$ cat src/rtl/axi_sort_dma_master_if.sv
// axi_sort_dma_master_if: AXI4-lite channel bundle between the sort DMA master and its responder
// Ports (modport master drives, slave receives):
//   AW: mem_axi_awvalid/awaddr/awprot out, mem_axi_awready in
//   W : mem_axi_wvalid/wdata/wstrb out, mem_axi_wready in
//   B : mem_axi_bready out, mem_axi_bvalid in
//   AR: mem_axi_arvalid/araddr/arprot out, mem_axi_arready in
//   R : mem_axi_rready out, mem_axi_rvalid/rdata in
interface axi_sort_dma_master_if;
    logic        mem_axi_awvalid;
    logic        mem_axi_awready;
    logic [31:0] mem_axi_awaddr;
    logic [2:0]  mem_axi_awprot;
    logic        mem_axi_wvalid;
    logic        mem_axi_wready;
    logic [31:0] mem_axi_wdata;
    logic [3:0]  mem_axi_wstrb;
    logic        mem_axi_bvalid;
    logic        mem_axi_bready;
    logic        mem_axi_arvalid;
    logic        mem_axi_arready;
    logic [31:0] mem_axi_araddr;
    logic [2:0]  mem_axi_arprot;
    logic        mem_axi_rvalid;
    logic        mem_axi_rready;
    logic [31:0] mem_axi_rdata;
    modport master (
        output mem_axi_awvalid, mem_axi_awaddr, mem_axi_awprot, mem_axi_wvalid, mem_axi_wdata,
               mem_axi_wstrb, mem_axi_bready, mem_axi_arvalid, mem_axi_araddr, mem_axi_arprot,
               mem_axi_rready,
        input  mem_axi_awready, mem_axi_wready, mem_axi_bvalid, mem_axi_arready, mem_axi_rvalid,
               mem_axi_rdata
    );
    modport slave (
        input  mem_axi_awvalid, mem_axi_awaddr, mem_axi_awprot, mem_axi_wvalid, mem_axi_wdata,
               mem_axi_wstrb, mem_axi_bready, mem_axi_arvalid, mem_axi_araddr, mem_axi_arprot,
               mem_axi_rready,
        output mem_axi_awready, mem_axi_wready, mem_axi_bvalid, mem_axi_arready, mem_axi_rvalid,
               mem_axi_rdata
    );
endinterface

$ cat src/rtl/axi_sort_dma_master.sv
// axi_sort_dma_master: AXI4-lite initiator that loads, triggers, polls and unloads the bitonic sorter
// Ports:
//   clk, rst        : clock, asynchronous active-high reset
//   start           : command strobe, sampled only when idle
//   src_addr        : byte address of first unsorted word
//   dst_addr        : byte address for sorted word 0
//   busy/done/error : command in progress / end-of-command pulse / poll-limit failure pulse
//   bus             : AXI4-lite master port, one transaction outstanding at a time
module axi_sort_dma_master #(
    parameter int          LOG_INPUT_NUM = 4,
    parameter logic [31:0] SORT_BASE     = 32'h4000_0000,
    parameter logic [31:0] RES_BASE      = 32'h5000_0004,
    parameter int          POLL_LIMIT    = 1024
) (
    input  logic                         clk,
    input  logic                         rst,
    input  logic                         start,
    input  logic [31:0]                  src_addr,
    input  logic [31:0]                  dst_addr,
    output logic                         busy,
    output logic                         done,
    output logic                         error,
    axi_sort_dma_master_if.master        bus
);
    typedef enum logic [3:0] {
        IDLE, RST_ON, RST_OFF, LOAD_RD, LOAD_WR, TRIGGER, POLL, UNLOAD_RD, UNLOAD_WR, FINISH
    } state_t;
    localparam logic [LOG_INPUT_NUM-1:0] ONE = 1;
    state_t                   state;
    logic [LOG_INPUT_NUM-1:0] idx;
    logic [31:0]              src, dst, hold, poll_cnt;
    logic                     issued;
    logic [31:0]              off, wr_addr, wr_data, rd_addr;
    logic                     is_wr, is_rd, last, aw_left, w_left, wr_ok, rd_ok;
    assign bus.mem_axi_awprot = 3'b000;
    assign bus.mem_axi_arprot = 3'b000;
    assign bus.mem_axi_wstrb  = 4'hF;
    always_comb begin
        off     = 32'(idx) << 2;
        is_wr   = state inside {RST_ON, RST_OFF, LOAD_WR, TRIGGER, UNLOAD_WR};
        is_rd   = state inside {LOAD_RD, POLL, UNLOAD_RD};
        wr_addr = state == LOAD_WR   ? SORT_BASE + 32'd8 + off :
                  state == TRIGGER   ? SORT_BASE + 32'd4 :
                  state == UNLOAD_WR ? dst + off : SORT_BASE;
        wr_data = state inside {RST_ON, TRIGGER} ? 32'd1 : state == RST_OFF ? 32'd0 : hold;
        rd_addr = state == LOAD_RD ? src + off : state == UNLOAD_RD ? RES_BASE + off : SORT_BASE;
        last    = &idx;
        aw_left = bus.mem_axi_awvalid && !bus.mem_axi_awready;
        w_left  = bus.mem_axi_wvalid && !bus.mem_axi_wready;
        wr_ok   = bus.mem_axi_bready && bus.mem_axi_bvalid;
        rd_ok   = bus.mem_axi_rready && bus.mem_axi_rvalid;
    end
    always_ff @(posedge clk or posedge rst) begin
        if (rst) begin
            state               <= IDLE;
            idx                 <= '0;
            src                 <= '0;
            dst                 <= '0;
            hold                <= '0;
            poll_cnt            <= '0;
            issued              <= 1'b0;
            busy                <= 1'b0;
            done                <= 1'b0;
            error               <= 1'b0;
            bus.mem_axi_awvalid <= 1'b0;
            bus.mem_axi_awaddr  <= '0;
            bus.mem_axi_wvalid  <= 1'b0;
            bus.mem_axi_wdata   <= '0;
            bus.mem_axi_bready  <= 1'b0;
            bus.mem_axi_arvalid <= 1'b0;
            bus.mem_axi_araddr  <= '0;
            bus.mem_axi_rready  <= 1'b0;
        end else begin
            done  <= 1'b0;
            error <= 1'b0;
            // issue cycle, then AW and W retire independently; B is accepted only after both
            if (is_wr) begin
                if (!issued) begin
                    issued              <= 1'b1;
                    bus.mem_axi_awvalid <= 1'b1;
                    bus.mem_axi_wvalid  <= 1'b1;
                    bus.mem_axi_awaddr  <= wr_addr;
                    bus.mem_axi_wdata   <= wr_data;
                end else begin
                    bus.mem_axi_awvalid <= aw_left;
                    bus.mem_axi_wvalid  <= w_left;
                    if ((bus.mem_axi_awvalid || bus.mem_axi_wvalid) && !aw_left && !w_left)
                        bus.mem_axi_bready <= 1'b1;
                    if (wr_ok) begin
                        bus.mem_axi_bready <= 1'b0;
                        issued             <= 1'b0;
                    end
                end
            end
            if (is_rd) begin
                if (!issued) begin
                    issued              <= 1'b1;
                    bus.mem_axi_arvalid <= 1'b1;
                    bus.mem_axi_araddr  <= rd_addr;
                end else begin
                    if (bus.mem_axi_arvalid && bus.mem_axi_arready) begin
                        bus.mem_axi_arvalid <= 1'b0;
                        bus.mem_axi_rready  <= 1'b1;
                    end
                    if (rd_ok) begin
                        bus.mem_axi_rready <= 1'b0;
                        issued             <= 1'b0;
                    end
                end
            end
            case (state)
                IDLE: if (start) begin
                    src   <= src_addr;
                    dst   <= dst_addr;
                    idx   <= '0;
                    busy  <= 1'b1;
                    state <= RST_ON;
                end
                RST_ON:  if (wr_ok) state <= RST_OFF;
                RST_OFF: if (wr_ok) state <= LOAD_RD;
                LOAD_RD: if (rd_ok) begin
                    hold  <= bus.mem_axi_rdata;
                    state <= LOAD_WR;
                end
                LOAD_WR: if (wr_ok) begin
                    idx   <= last ? '0 : idx + ONE;
                    state <= last ? TRIGGER : LOAD_RD;
                end
                TRIGGER: if (wr_ok) begin
                    poll_cnt <= '0;
                    state    <= POLL;
                end
                POLL: if (rd_ok) begin
                    if (bus.mem_axi_rdata[0]) begin
                        state <= UNLOAD_RD;
                    end else if (poll_cnt == 32'(POLL_LIMIT - 1)) begin
                        state <= FINISH;
                        done  <= 1'b1;
                        error <= 1'b1;
                        busy  <= 1'b0;
                    end else begin
                        poll_cnt <= poll_cnt + 32'd1;
                    end
                end
                UNLOAD_RD: if (rd_ok) begin
                    hold  <= bus.mem_axi_rdata;
                    state <= UNLOAD_WR;
                end
                UNLOAD_WR: if (wr_ok) begin
                    if (last) begin
                        state <= FINISH;
                        done  <= 1'b1;
                        busy  <= 1'b0;
                    end else begin
                        idx   <= idx + ONE;
                        state <= UNLOAD_RD;
                    end
                end
                default: state <= IDLE;
            endcase
        end
    end
endmodule

$ cat src/flat_wrapper.sv
// flat-port wrapper written by rule: the top's interface ports become plain ports
module axi_sort_dma_master_flat 
#(
    parameter int          LOG_INPUT_NUM = 4,
    parameter logic [31:0] SORT_BASE     = 32'h4000_0000,
    parameter logic [31:0] RES_BASE      = 32'h5000_0004,
    parameter int          POLL_LIMIT    = 1024
)
  (clk, rst, start, src_addr, dst_addr, busy, done, error, bus_mem_axi_awvalid, bus_mem_axi_awaddr, bus_mem_axi_awprot, bus_mem_axi_wvalid, bus_mem_axi_wdata, bus_mem_axi_wstrb, bus_mem_axi_bready, bus_mem_axi_arvalid, bus_mem_axi_araddr, bus_mem_axi_arprot, bus_mem_axi_rready, bus_mem_axi_awready, bus_mem_axi_wready, bus_mem_axi_bvalid, bus_mem_axi_arready, bus_mem_axi_rvalid, bus_mem_axi_rdata);
  axi_sort_dma_master_if bus_i ();
  input  logic clk;
  input  logic rst;
  input  logic start;
  input  logic [31:0] src_addr;
  input  logic [31:0] dst_addr;
  output logic busy;
  output logic done;
  output logic error;
  output wire logic [$bits(bus_i.mem_axi_awvalid)-1:0] bus_mem_axi_awvalid;
  output wire logic [$bits(bus_i.mem_axi_awaddr)-1:0] bus_mem_axi_awaddr;
  output wire logic [$bits(bus_i.mem_axi_awprot)-1:0] bus_mem_axi_awprot;
  output wire logic [$bits(bus_i.mem_axi_wvalid)-1:0] bus_mem_axi_wvalid;
  output wire logic [$bits(bus_i.mem_axi_wdata)-1:0] bus_mem_axi_wdata;
  output wire logic [$bits(bus_i.mem_axi_wstrb)-1:0] bus_mem_axi_wstrb;
  output wire logic [$bits(bus_i.mem_axi_bready)-1:0] bus_mem_axi_bready;
  output wire logic [$bits(bus_i.mem_axi_arvalid)-1:0] bus_mem_axi_arvalid;
  output wire logic [$bits(bus_i.mem_axi_araddr)-1:0] bus_mem_axi_araddr;
  output wire logic [$bits(bus_i.mem_axi_arprot)-1:0] bus_mem_axi_arprot;
  output wire logic [$bits(bus_i.mem_axi_rready)-1:0] bus_mem_axi_rready;
  input wire logic [$bits(bus_i.mem_axi_awready)-1:0] bus_mem_axi_awready;
  input wire logic [$bits(bus_i.mem_axi_wready)-1:0] bus_mem_axi_wready;
  input wire logic [$bits(bus_i.mem_axi_bvalid)-1:0] bus_mem_axi_bvalid;
  input wire logic [$bits(bus_i.mem_axi_arready)-1:0] bus_mem_axi_arready;
  input wire logic [$bits(bus_i.mem_axi_rvalid)-1:0] bus_mem_axi_rvalid;
  input wire logic [$bits(bus_i.mem_axi_rdata)-1:0] bus_mem_axi_rdata;
  assign bus_mem_axi_awvalid = bus_i.mem_axi_awvalid;
  assign bus_mem_axi_awaddr = bus_i.mem_axi_awaddr;
  assign bus_mem_axi_awprot = bus_i.mem_axi_awprot;
  assign bus_mem_axi_wvalid = bus_i.mem_axi_wvalid;
  assign bus_mem_axi_wdata = bus_i.mem_axi_wdata;
  assign bus_mem_axi_wstrb = bus_i.mem_axi_wstrb;
  assign bus_mem_axi_bready = bus_i.mem_axi_bready;
  assign bus_mem_axi_arvalid = bus_i.mem_axi_arvalid;
  assign bus_mem_axi_araddr = bus_i.mem_axi_araddr;
  assign bus_mem_axi_arprot = bus_i.mem_axi_arprot;
  assign bus_mem_axi_rready = bus_i.mem_axi_rready;
  assign bus_i.mem_axi_awready = bus_mem_axi_awready;
  assign bus_i.mem_axi_wready = bus_mem_axi_wready;
  assign bus_i.mem_axi_bvalid = bus_mem_axi_bvalid;
  assign bus_i.mem_axi_arready = bus_mem_axi_arready;
  assign bus_i.mem_axi_rvalid = bus_mem_axi_rvalid;
  assign bus_i.mem_axi_rdata = bus_mem_axi_rdata;
  axi_sort_dma_master #(.LOG_INPUT_NUM(LOG_INPUT_NUM), .SORT_BASE(SORT_BASE), .RES_BASE(RES_BASE), .POLL_LIMIT(POLL_LIMIT)) u_core (.clk(clk), .rst(rst), .start(start), .src_addr(src_addr), .dst_addr(dst_addr), .busy(busy), .done(done), .error(error), .bus(bus_i));
endmodule
$ cat config.mk
export PLATFORM = sky130hd
export DESIGN_NAME = axi_sort_dma_master_flat
export DESIGN_NICKNAME = d
export VERILOG_FILES = /design/src/rtl/axi_sort_dma_master_if.sv /design/src/rtl/axi_sort_dma_master.sv /design/src/flat_wrapper.sv
export SDC_FILE = /design/constraint.sdc
export NUM_CORES = 1
export LEC_CHECK = 0
export ABC_CLOCK_PERIOD_IN_PS = 16500
export BUFFER_PORTS_ARGS = -buffer_cell sky130_fd_sc_hd__buf_2
export CORE_AREA = 2 2 183 185
export DETAILED_ROUTE_END_ITERATION = 16
export DIE_AREA = 0 0 185 187
export SLEW_MARGIN = 20
export SYNTH_ARGS = -nofsm -noshare
export SYNTH_HDL_FRONTEND = slang
export SYNTH_SLANG_ARGS = --single-unit
$ cat constraint.sdc
create_clock -name clk -period 16.5 [get_ports clk]
set_input_delay 0 -clock clk [delete_from_list [all_inputs] [get_ports clk]]
set_output_delay 0 -clock clk [all_outputs]
set_load 0.01 [all_outputs]
---- After elaboration in Yosys (flattened, before gate mapping) ----
Index checks and enable logic that the tools add are counted.
W data, S select, Z words.
storage, ports and cells
  bits in registers ....................... 241
  bits of input ports ..................... 104
  output and inout port bits .............. 114
  logic and storage cells ................. 144
cells by class
  add/subtract/negate cells ............... 6
  equal/unequal tests ..................... 25
  mux-type cells .......................... 60
  bitwise operators ....................... 1
  reductions and logical operators ........ 34
operators with widths
  cell                     number
  $mux W32                 11
  $mux W4                  17
  $add A31 B6 Y32 const A  2
  $add A32 B6 Y32          2
  $pmux W32 S2             1
  $pmux W4 S9              1
  $add A32 B1 Y32 const B  1
  $eq A32 B10 Y1 const B   1
  $mux W1                  26
  $ne A2 B1 Y1 const B     9
  $eq A4 B3 Y1 const B     4
  $ne A2 B2 Y1 const B     6
  $pmux W4 S3              1
  $reduce_and A10 Y1       1
  $reduce_and A2 Y1        5
  $reduce_and A5 Y1        2
  $reduce_bool A3 Y1       3
  $eq A4 B2 Y1 const B     2
  $reduce_bool A2 Y1       4
  $logic_and A1 B1 Y1      7
  $reduce_and A7 Y1        1
  $reduce_and A3 Y1        2
  $reduce_bool A5 Y1       1
  $add A4 B1 Y4 const B    1
  12 further kinds         15

---- Logic depth before layout (Yosys ltp) ----
  word-level depth ........................ 7
  gate-level depth with buffers ........... 9
  mapped depth without buffers ............ 8

---- Worst setup path before layout ----
OpenSTA, ideal clock, no wires.
  kind .................................... register to register
  start point ............................. reg u_core.poll_cnt[23]
  end point ............................... reg u_core.poll_cnt[27]
  setup time .............................. 0.132 ns
  arrival time ............................ 2.209 ns
  data required time ...................... 16.368 ns
  setup slack ............................. 14.159 ns
  cell stages (with the launch flop) ...... 8
  buffers on the path ..................... 1
  clock period less this slack ............ 2.341 ns
  path through ............................ dfrtp_1 -> or4_1 -> or4_4 -> nor4_4 -> buf_6 -> nor3_1 -> xnor2_1 -> nor2_1
between the ends
  cells in the longest elaborated chain, start to end .. 5
  elaborated cells between the ends (all ways) .. 8
  those cells by class .................... 1 x add/sub; 2 x eq/ne; 4 x mux; 1 x reduce/logical
ends and longest elaborated chain
  what                      line                        text
  start: declaration        axi_sort_dma_master.sv:31   logic [31:0] src, dst, hold, poll_cnt;
  start signal: assignment  axi_sort_dma_master.sv:142  poll_cnt <= poll_cnt + 32'd1;
  $add A32 B1 Y32           axi_sort_dma_master.sv:142
  $mux W32                  axi_sort_dma_master.sv:136  end else if (poll_cnt == 32'(POLL_LIMIT - 1)) begin
  $mux W32                  axi_sort_dma_master.sv:134  if (bus.mem_axi_rdata[0]) begin
  $mux W32                  axi_sort_dma_master.sv:133  POLL: if (rd_ok) begin
  $pmux W32 S2              axi_sort_dma_master.sv:111  case (state)
Several ways; a longest one is shown, not always the timed one. The select of a mux whose other input is x is not followed.
A chain may end at the register's enable or synchronous reset.

---- Worst setup path in the final report ----
  start point ............................. reg u_core.state[0]
  end point ............................... reg u_core.poll_cnt[24]
between the ends
  cells in the longest elaborated chain, start to end .. 3
  elaborated cells between the ends (all ways) .. 9
  those cells by class .................... 6 x eq/ne; 1 x mux; 2 x reduce/logical
ends and longest elaborated chain
  what                                            line                        text
  start: declaration                              axi_sort_dma_master.sv:29   state_t state;
  start signal: assignment                        axi_sort_dma_master.sv:127  state <= last ? TRIGGER : LOAD_RD;
  $eq A4 B3 Y1                                    axi_sort_dma_master.sv:111
  $ne A2 B1 Y1 (no line) (tied with other cells)  -
  $reduce_and A5 Y1 (no line)                     -
Several ways; a longest one is shown, not always the timed one.

==> results.toml <==
[run_status]
outcome = "finished, final reports clean"

[clock_tree]
cts_resized = 0
cts_tree = "done"
cts_buffers = 27
htree_levels = 1
cts_buffer_depth = 3
clk_latency_ns = 0.56
clk_pin_slew_ns = 0.06
cts_sinks = 241
root_buffer = "clkbuf_16"

[worst_setup_path]
cp-start-kind = "flip-flop"
critPathBufInv = 0
end_kind = "flip-flop"
regToRegEndpoint = "u_core.poll_cnt[24]$_DFFE_PP0P_"
r2r-start = "u_core.state[0]$_DFFE_PP0P_"
crit_required_ns = 16.95
crit_chain = "nand4bb_1 -> o32ai_4 -> nand2_1 -> nor4b_4 -> a31oi_1 -> a41o_1"
r2r_slack_ns = 13.45
worst_ep_arrival_time_ns = 3.50
reg2reg_depth = 6
cpMaxStageDelayCell = "nand4bb_1"
crit_type = "flip-flop to flip-flop"
crit_fanout = 20
max_stage_delay_ns = 0.67
cpLargestDelayFamily = "simple AND/OR/NAND/NOR gates"

[pwr]
switching_share_pct = 34.0
intPower_mw = 1.48
p_per_area_nw_per_um2 = 153
switchingPower_mw = 0.762
combPwrFrac_pct = 30.2
ir_drop_mv = 0.0847
p_leak_nw = 6.72
fin_total_pwr_mw = 2.24
p_clk_share_pct = 27.0
power_frac_seq_pct = 42.8

[drt]
drt_iter0_drc = 496
vias = 8882
vias_per_cell = 4.86
wire_per_inst_um = 15.8
first_pass_iters = 5
drc_errors = 0
routed_wl_um = 28900
ant_nets = 0

[final_layout]
layout-drive-gt1-share_pct = 27.0
nets = 1475
area_growth_pct = 29.6
final_cell_mix = "dfrtp_1 (241), buf_2 (207), nand2_1 (174)"
final_common_cell = "dfrtp_1"

[synthesis]
synth-edff-count = 0
synth_top_area_cell = "dfrtp_1"
syn-instance-count = 1066
yosys_warnings = 0
avgSynthCellArea_um2 = 10.6
yosysUniqueCellTypes = 67
yosys_most_used_dff = "dfrtp_1"
synth_area_um2 = 11300
async_flop_share_pct = 100
yosys-top-cells-area = "dfrtp_1 (53%), mux2_2 (9.7%), nand2_1 (5.8%)"
ys_ff_latch = 241
synth_top_area_share_pct = 53.3
synth-seq-area-share_pct = 53.3

[timing]
setup_viol = 0
relSlewSlack_pct = 30.7
fmax_mhz = 327
worstMarginPinSlew_ns = 1.04
fin_setup_tns_ns = 0
grt_setup_unrepaired = "no"
final.min_clock_period_ns = 3.05
hold_ws_ns = 0.117
report.final.slew_viol_count = 0
fin_crit_sh_pct = 18.5
skew_ns = 0.0293
hold_viol = 0

[grt]
grt_pass1_wl_um = 46900
grt_pass1_vias = 8870
grt_max_degree = 106
grt_usage_pct = 16.8
grt_overflow = 0
antenna_found_initial = 1

[floorplan]
die_height_um = 187
start_util_pct = 34.4
coreArea_um2 = 32900
floorplan.rows = 67
die_area_um2 = 34600
die_x_um = 185
ioPinCount = 218

[placement]
dpl.hpwl_um = 19200
io_buffers = 207
place_congestion = 0.842

[worst_hold_path]
min_path_type = "input pin to async pin"

[flow_run]
max-cap-violations = 0
-- layout make-up --
cell class / instances / area, um^2
Fill cell: 3156 / 18200
Sequential cell: 241 / 6030
Multi-Input combinational cell: 762 / 5020
Timing Repair Buffer: 316 / 2110
Clock buffer: 38 / 787
Tap cell: 448 / 561
Clock inverter: 10 / 115
Inverter: 10 / 45.0
Antenna cell: 1 / 2.50
-- kinds of logic after synthesis --
kind of cell,count (synthesis),synth area share (%)
AND/OR/NAND/NOR,389,16.8
flip-flops,241,53.3
AO/OA/AOI/OAI,170,9.39
multiplexers,99,9.83
XOR/XNOR,81,6.27
buffers and inverters,71,2.79
adder cells (fa/ha/maj),13,1.57
other,2,0.0664
-- synthesized netlist by cell type, types with 3 or more instances --
cell type and count:
nand3_1 24, a21oi_1 16, dfrtp_1 241, nand2b_1 12, o31ai_1 5, nor3b_1 3
mux2_2 97, nand4_1 22, nand2_1 174, a211oi_1 4, buf_2 3, o21a_1 4
and4_1 7, nor4_1 11, and3_1 15, or3_1 8, or2_2 3, xnor2_1 45
a22o_1 8, nor3_1 27, or4_1 3, nor2_1 56, ha_1 11, nor4b_1 3
nor2b_1 5, buf_4 10, inv_1 10, nand3b_1 3, xor2_1 36, clkbuf_1 46
a21o_1 4, o21ai_0 98, and2_1 4
-- flip-flops by register name, summed over array words and instances (netlist names) --
signal                      flops
u_core.bus.mem_axi_araddr      32
u_core.bus.mem_axi_arvalid      1
u_core.bus.mem_axi_awaddr      32
u_core.bus.mem_axi_awvalid      1
u_core.bus.mem_axi_bready       1
u_core.bus.mem_axi_rready       1
u_core.bus.mem_axi_wdata       32
u_core.bus.mem_axi_wvalid       1
u_core.busy                     1
u_core.done                     1
u_core.dst                     32
u_core.error                    1
u_core.hold                    32
u_core.idx                      4
u_core.issued                   1
u_core.poll_cnt                32
u_core.src                     32
u_core.state                    4
-- tightest hold or removal path, stage by stage --
cell	delay (ns)
dlygate4sd3_1	0.53
buf_2	0.15
inv_8	0.47
-- how the worst max path moves through the flow --
| stage | startpoint | end | slack [ns] | cells past startpoint |
|---|---|---|---|---|
| floorplan | rst | u_core.bus.mem_axi_araddr[0]$_DFFE_PP0P_ | 9.88 | 1 |
| global placement | u_core.state[0]$_DFFE_PP0P_ | u_core.dst[23]$_DFFE_PP0P_ | 13.58 | 4 |
| detailed placement | u_core.state[0]$_DFFE_PP0P_ | u_core.dst[22]$_DFFE_PP0P_ | 13.46 | 4 |
| CTS | u_core.state[0]$_DFFE_PP0P_ | u_core.dst[22]$_DFFE_PP0P_ | 13.43 | 4 |
| global route | u_core.state[0]$_DFFE_PP0P_ | u_core.poll_cnt[24]$_DFFE_PP0P_ | 13.29 | 6 |
| finish | u_core.state[0]$_DFFE_PP0P_ | u_core.poll_cnt[24]$_DFFE_PP0P_ | 13.45 | 6 |
-- power by group through the flow --
stage | Sequential (mW) | Combinational, mW | Clock, mW
floorplan | 0.957 | 0.444 | 0
global placement | 0.960 | 0.651 | 0
detailed placement | 0.969 | 0.665 | 0
CTS | 0.959 | 0.687 | 0.627
global route | 0.992 | 0.758 | 0.653
finish | 0.959 | 0.676 | 0.606
-- per-stage QoR --
step | setup slack (ns) | cells | util (%) | instance area (um^2)
6_report | 13.45 | 1826 | 44.6 | 14700
5_1_grt | 13.29 | 1826 | 44.6 | 14700
4_1_cts | 13.43 | 1825 | 44.6 | 14700
3_5_place_dp | 13.46 | 1675 | 38.8 | 12700
3_3_place_gp | 13.58 | 1675 | 38.8 | 12700
2_1_floorplan | 9.88 | 1074 | - | 11300
-- layer usage --
metal | track usage, % | routed length (um) | vias to the layer above
met5 | 0 | 0 | -
met4 | 5.01 | 776 | 0
met3 | 3.60 | 1610 | 48
met2 | 27.9 | 13800 | 218
met1 | 22.0 | 12700 | 4308
li1 | - | - | 4308
-- what timing repair did --
item,CTS,global route
hold buffers,102,0
buffers inserted,0,0
endpoints found under the hold margin,212,0
No activity file was read; power rests on OpenSTA's default activity.
